==> src/rtl/mem_port_arbiter.sv <==
// Round-robin arbiter granting the shared block-RAM port A to the CPU or the IO requester.
// Grant 1 cycle after sampling req, ack 1 cycle later; a loser holds req until it wins the next IDLE.
module mem_port_arbiter #(
    parameter int ADDR_W = 16,
    parameter int DATA_W = 16
) (
    input  logic              clk,
    input  logic              reset,

    input  logic              cpu_req,
    input  logic              cpu_we,
    input  logic [ADDR_W-1:0] cpu_addr,
    input  logic [DATA_W-1:0] cpu_wdata,
    output logic              cpu_gnt,
    output logic              cpu_ack,
    output logic [DATA_W-1:0] cpu_rdata,

    input  logic              io_req,
    input  logic              io_we,
    input  logic [ADDR_W-1:0] io_addr,
    input  logic [DATA_W-1:0] io_wdata,
    output logic              io_gnt,
    output logic              io_ack,
    output logic [DATA_W-1:0] io_rdata,

    output logic [ADDR_W-1:0] mem_addr,
    output logic [DATA_W-1:0] mem_wdata,
    output logic              mem_we,
    input  logic [DATA_W-1:0] mem_rdata,

    output logic [1:0]        owner
);

    typedef enum logic [1:0] {
        IDLE   = 2'b00,
        ACCESS = 2'b01,
        RESP   = 2'b10
    } state_t;

    localparam logic [1:0] OWN_NONE = 2'b00;
    localparam logic [1:0] OWN_CPU  = 2'b01;
    localparam logic [1:0] OWN_IO   = 2'b10;

    state_t            state, state_nxt;
    logic              last_io, last_io_nxt;
    logic              pick_io;
    logic [ADDR_W-1:0] mem_addr_nxt;
    logic [DATA_W-1:0] mem_wdata_nxt;
    logic              mem_we_nxt;
    logic              cpu_gnt_nxt, io_gnt_nxt;
    logic              cpu_ack_nxt, io_ack_nxt;
    logic [1:0]        owner_nxt;

    always_ff @(posedge clk or negedge reset) begin
        if (!reset) begin
            state     <= IDLE;
            last_io   <= 1'b1;  // CPU wins the first tie
            mem_addr  <= '0;
            mem_wdata <= '0;
            mem_we    <= 1'b0;
            cpu_gnt   <= 1'b0;
            io_gnt    <= 1'b0;
            cpu_ack   <= 1'b0;
            io_ack    <= 1'b0;
            owner     <= OWN_NONE;
        end else begin
            state     <= state_nxt;
            last_io   <= last_io_nxt;
            mem_addr  <= mem_addr_nxt;
            mem_wdata <= mem_wdata_nxt;
            mem_we    <= mem_we_nxt;
            cpu_gnt   <= cpu_gnt_nxt;
            io_gnt    <= io_gnt_nxt;
            cpu_ack   <= cpu_ack_nxt;
            io_ack    <= io_ack_nxt;
            owner     <= owner_nxt;
        end
    end

    always_comb begin
        state_nxt     = state;
        last_io_nxt   = last_io;
        pick_io       = 1'b0;
        mem_addr_nxt  = mem_addr;   // address/data hold between grants
        mem_wdata_nxt = mem_wdata;
        mem_we_nxt    = 1'b0;
        cpu_gnt_nxt   = 1'b0;
        io_gnt_nxt    = 1'b0;
        cpu_ack_nxt   = 1'b0;
        io_ack_nxt    = 1'b0;
        owner_nxt     = owner;

        case (state)
            IDLE: begin
                owner_nxt = OWN_NONE;
                if (cpu_req || io_req) begin
                    pick_io       = io_req && (!cpu_req || !last_io);
                    state_nxt     = ACCESS;
                    last_io_nxt   = pick_io;
                    owner_nxt     = pick_io ? OWN_IO : OWN_CPU;
                    mem_addr_nxt  = pick_io ? io_addr  : cpu_addr;
                    mem_wdata_nxt = pick_io ? io_wdata : cpu_wdata;
                    mem_we_nxt    = pick_io ? io_we    : cpu_we;
                    cpu_gnt_nxt   = !pick_io;
                    io_gnt_nxt    = pick_io;
                end
            end
            ACCESS: begin
                state_nxt   = RESP;
                cpu_ack_nxt = (owner == OWN_CPU);
                io_ack_nxt  = (owner == OWN_IO);
            end
            RESP: begin
                // req is never sampled here; the winner drops it on seeing ack
                state_nxt = IDLE;
                owner_nxt = OWN_NONE;
            end
            default: begin
                state_nxt = IDLE;
                owner_nxt = OWN_NONE;
            end
        endcase
    end

    assign cpu_rdata = cpu_ack ? mem_rdata : '0;
    assign io_rdata  = io_ack  ? mem_rdata : '0;

endmodule

==> config.mk <==
export PLATFORM = sky130hd
export DESIGN_NAME = mem_port_arbiter
export DESIGN_NICKNAME = d
export VERILOG_FILES = /design/src/rtl/mem_port_arbiter.sv
export SDC_FILE = /design/constraint.sdc
export NUM_CORES = 1
export LEC_CHECK = 0
export BUFFER_PORTS_ARGS = -buffer_cell sky130_fd_sc_hd__buf_2
export CORE_ASPECT_RATIO = 1.5
export CORE_UTILIZATION = 41
export CTS_BUF_LIST = sky130_fd_sc_hd__clkbuf_8
export DETAILED_ROUTE_END_ITERATION = 10
export GPL_TIMING_DRIVEN = 0
export PLACE_DENSITY_LB_ADDON = 0.12
export SLEW_MARGIN = 25
export SYNTH_ARGS = -nofsm -noshare
export SYNTH_HDL_FRONTEND = slang
export SYNTH_SLANG_ARGS = --single-unit
==> constraint.sdc <==
create_clock -name clk -period 1.9 [get_ports clk]
set_input_delay 0.475 -clock clk [delete_from_list [all_inputs] [get_ports clk]]
set_output_delay 0.475 -clock clk [all_outputs]
set_load 0.02 [all_outputs]
-- Word-level counts from Yosys, hierarchy flattened
Index checks and enable logic that the tools add are counted.
- register bits: 42
- output and inout port bits: 71
- word-level logic and storage cells: 40
- eq/ne operators: 4
- multiplexer cells: 18
- reductions and logical operators: 8
- operator list (kind ; number):
    16-bit two-way mux ; 4
    1-bit two-way mux ; 9
    2-bit case mux with 2 select lines ; 2
    2-bit two-way mux ; 3
    2-bit by 1-bit equality test with 1-bit output, second input constant ; 2
    1-bit zero test ; 3
    2-bit equality test, second input constant ; 1
    2-bit zero test ; 1
    1-bit logical OR ; 2
    2-bit != test, second input constant ; 1
    2-bit AND reduction ; 1
    1-bit logical AND ; 1

-- Logic depth before layout (Yosys ltp)
- word-level depth: 6
- mapped depth: 6
- depth with buffers taken out: 4

-- Least setup slack after synthesis
No wires, ideal clock.
- kind: in2reg
- start point: input port cpu_req
- end point: register mem_addr[10]
- setup time: 126 ps
- data arrival time: 1524 ps
- data required time: 1774 ps
- setup slack: 251 ps
- stages: 6
- buffers on the path: 3
- cell sequence: or2_1 -> buf_6 -> and3_1 -> buf_6 -> buf_6 -> a221o_1
- cells in the longest elaborated chain, start to end: 4
- elaborated cells on any way between the ends: 6
- those cells by class: mux (1); reduce/logical (5)
- RTL lines (what ; RTL line ; source):
    start: declaration ; 10 ; input logic cpu_req,
    1-bit zero test ; 97 ; pick_io = io_req && (!cpu_req || !last_io);
    1-bit logical OR ; 97 ;
    1-bit logical AND ; 97 ;
    16-bit two-way mux ; 101 ; mem_addr_nxt = pick_io ? io_addr : cpu_addr;
    end signal: assignment ; 69 ; mem_addr <= mem_addr_nxt;
    end: declaration ; 26 ; output logic [ADDR_W-1:0] mem_addr,
Parallel ways exist; a longest one is shown, timed or not.
A chain may end at the register's enable or synchronous reset.

-- Worst setup path in the final report
- start point: register state[1]
- end point: register mem_addr[12]
- cells in the longest elaborated chain, start to end: 2
- RTL lines (what ; RTL line ; source):
    start: declaration ; 44 ; state_t state, state_nxt;
    start signal: assignment ; 67 ; state <= state_nxt;
    2-bit zero test ; 93 ; case (state)
    2-bit AND reduction (no line) ; - ;
Every way passes these cells.

==> metrics.txt <==
outcome finished, final reports clean; Yosys cell types 21; Clock Latency Late Sink 0.29 ns; layout cells sized above 1 48.0%; number of top-level pins 157; Final Hold Viols 0; Layout area overhead 47.9%; Placed Instance Area 2870 um^2; CTS tree yes; port buffer count 156; CP max-delay cell a221o_1; design area 2980 um^2; wire per inst 13.2 um; post-synth top area cell dfrtp_1; Setup crit start kind flip-flop; CP Cell Sequence nor2_1 > nand2_1 > clkbuf_1 > a221o_1; final setup vio count 0; core area 4620 um^2; fillers 448; DIE AREA 5200 um^2; initial antenna violation count 0; Seq/Total Area, Yosys 52.3%; Worst Path Max Fanout 10; Reg clk slew, reported paths 0.08 ns; Max Cap Viol 0; row cnt 30; Synth Cell Area 2010 um^2; Max VDD drop 756 uV; Worst Hold Class input port to async pin; via count of the routed design 2113; DRT antenna net count 0; first-pass GRT wire length 8.88 mm; FMAX 596 MHz; via/cell ratio 4.90; most frequent cells in the layout buf_2, dfrtp_1, nand2_1, and2_1, and3_1; RSZ-0062 raised after global routing false; root buf cell clkbuf_8; # DRC 0; complex-gate fraction of the synthesized area 18.8%; cts bufs inserted 5; Max H-tree Level 2; Crit. End Element flip-flop; # Post-CTS Setup Buffers 0; FF-to-FF Start state[1]$_DFFE_PN0P_; Initial Utilization 43.6%; # nets final 452; CTS Sinks 42; Die W 59.2 um; leading cell type in the layout, fill and taps excluded buf_2; Slew HR 64.7%; Routed Wire Length 5.68 mm; area occupied by multi-input gates 857 um^2; 1st-pass router iterations 4; largest family of logic cells by synthesized area simple AND/OR/NAND/NOR gates; power per cell area 1540 nW/um^2; post-synthesis adder-cell area fraction 0%; Clock Path Buffers 2; xor/xnor cell area share of the yosys netlist 0%; share of the synthesized area in the top cell type 51.0%; Final period util 88.3%; synth warn 0; Slew Limit Fails 0; Total Power 4.58 mW; clock skew 0.00762 ns; Worst Path Arrival 1.85 ns; Post-Syn Area per Cell 9.81 um^2; Synth area leaders dfrtp_1, and2_1, a221o_1; Crit Path Class flip-flop to flip-flop; slowest stage delay, CP 0.41 ns; Post-Synthesis Cells 205; Post-Synth Simple-Gate Area 23.8%; gp weighted congestion 0.739; Post-CTS Hold Fix Bufs 0; largest net degree at the start of global routing 43; dpl hpwl 4.40 mm; # diodes 0; syn nets 291; initial DRC count 113; Total GRT Usage 22.5%; number of global-route vias before repair 2035; GRT overflow 0; worst setup path start state[1]$_DFFE_PN0P_; clock period minus worst slack 1.68 ns; Die Ht 87.8 um; Lkg Pwr 1.70 nW; Req. time, crit path 2.08 ns; FF/Latch Area 1050 um^2; #FFs+latches synth 42; post-synthesis mux area share 0%; Worst Max-Slew Pin Slew 0.530 ns
[cells by family (layout without fill, tap and decap cells)]
logic type | count (synthesis) | count (layout)
AO/OA/AOI/OAI | 53 | 53
buffers and inverters | 18 | 180
flip-flops | 42 | 42
AND/OR/NAND/NOR | 92 | 92
[routing by layer]
layer  vias up  share of wire [%]  GRT usage, %
met3         8                7.1          4.58
li1       1044                  -             -
met4         0                1.7          8.87
met1       959                 40          25.0
met5         -                  0             0
met2       102                 51          40.8
[synth_stat cells (all sizes together)]
cell     n
dfrtp   41
buf      9
and2    32
o21ai    2
nand2   35
dfstp    1
a21o     1
inv      1
and3    18
a31oi   15
nor2b    1
or2      2
a21bo    1
a21boi   1
a221o   17
clkbuf   8
a21oi   16
nor2     4
[layout make-up]
cell class | count | share of cell area [%]
flip-flops and latches | 42 | 35.4
multi-input cells | 145 | 28.8
repair buffers | 156 | 26.3
plain buffers | 15 | 3.07
well taps | 64 | 2.69
clock buffers | 5 | 2.31
clock inverters | 3 | 1.35
inverters | 1 | 0.126
[flip-flops by register name, summed over array words and instances (netlist names)]
name       count
mem_wdata     16
last_io        1
mem_addr      16
mem_we         1
owner          2
cpu_gnt        1
state          2
io_ack         1
io_gnt         1
cpu_ack        1
[where the power goes]
group	internal (mW)	switching, mW
Clock	0.387	0.306
Combinational	0.901	1.42
Sequential	1.33	0.235
[worst max-delay path, delay by kind of cell, from the launching register on]
family          cells  cell delay (ns)
buf+inv             1             0.27
flops               1             0.40
simple gates        2             0.49
compound gates      1             0.41
[what timing repair did]
action,CTS,global route
endpoints found under the hold margin,0,0
resized for setup,0,1
setup endpoints to repair,0,13
[path summary, 6_finish.rpt]
kind	depth (start not counted)	slack [ns]	end
setup / recovery	4	0.22	mem_addr[12]$_DFFE_PN0P_
hold / removal	1	0.15	mem_addr[10]$_DFFE_PN0P_
setup reg to reg	4	0.22	mem_addr[12]$_DFFE_PN0P_
hold reg to reg	1	0.45	io_ack$_DFF_PN0_
max in group asynchronous	1	1.36	last_io$_DFFE_PN1P_
min in group clk	2	0.41	mem_addr[1]$_DFFE_PN0P_
[stage by stage]
| stage | hold WS [ns] | instances | setup TNS (ns) | util, % | setup WS, ns |
|---|---|---|---|---|---|
| floorplan | 0.179 | 205 | 0 | - | 0.251 |
| global placement | 0.437 | 425 | -0.209 | 62.2 | -0.0311 |
| detailed placement | 0.440 | 425 | -0.0933 | 62.2 | -0.0291 |
| CTS | 0.342 | 433 | 0 | 64.6 | 0.0639 |
| global route | 0.186 | 431 | 0 | 64.5 | 0.103 |
| finish | 0.147 | 431 | 0 | 64.5 | 0.223 |
No activity file was read; power rests on OpenSTA's default activity.
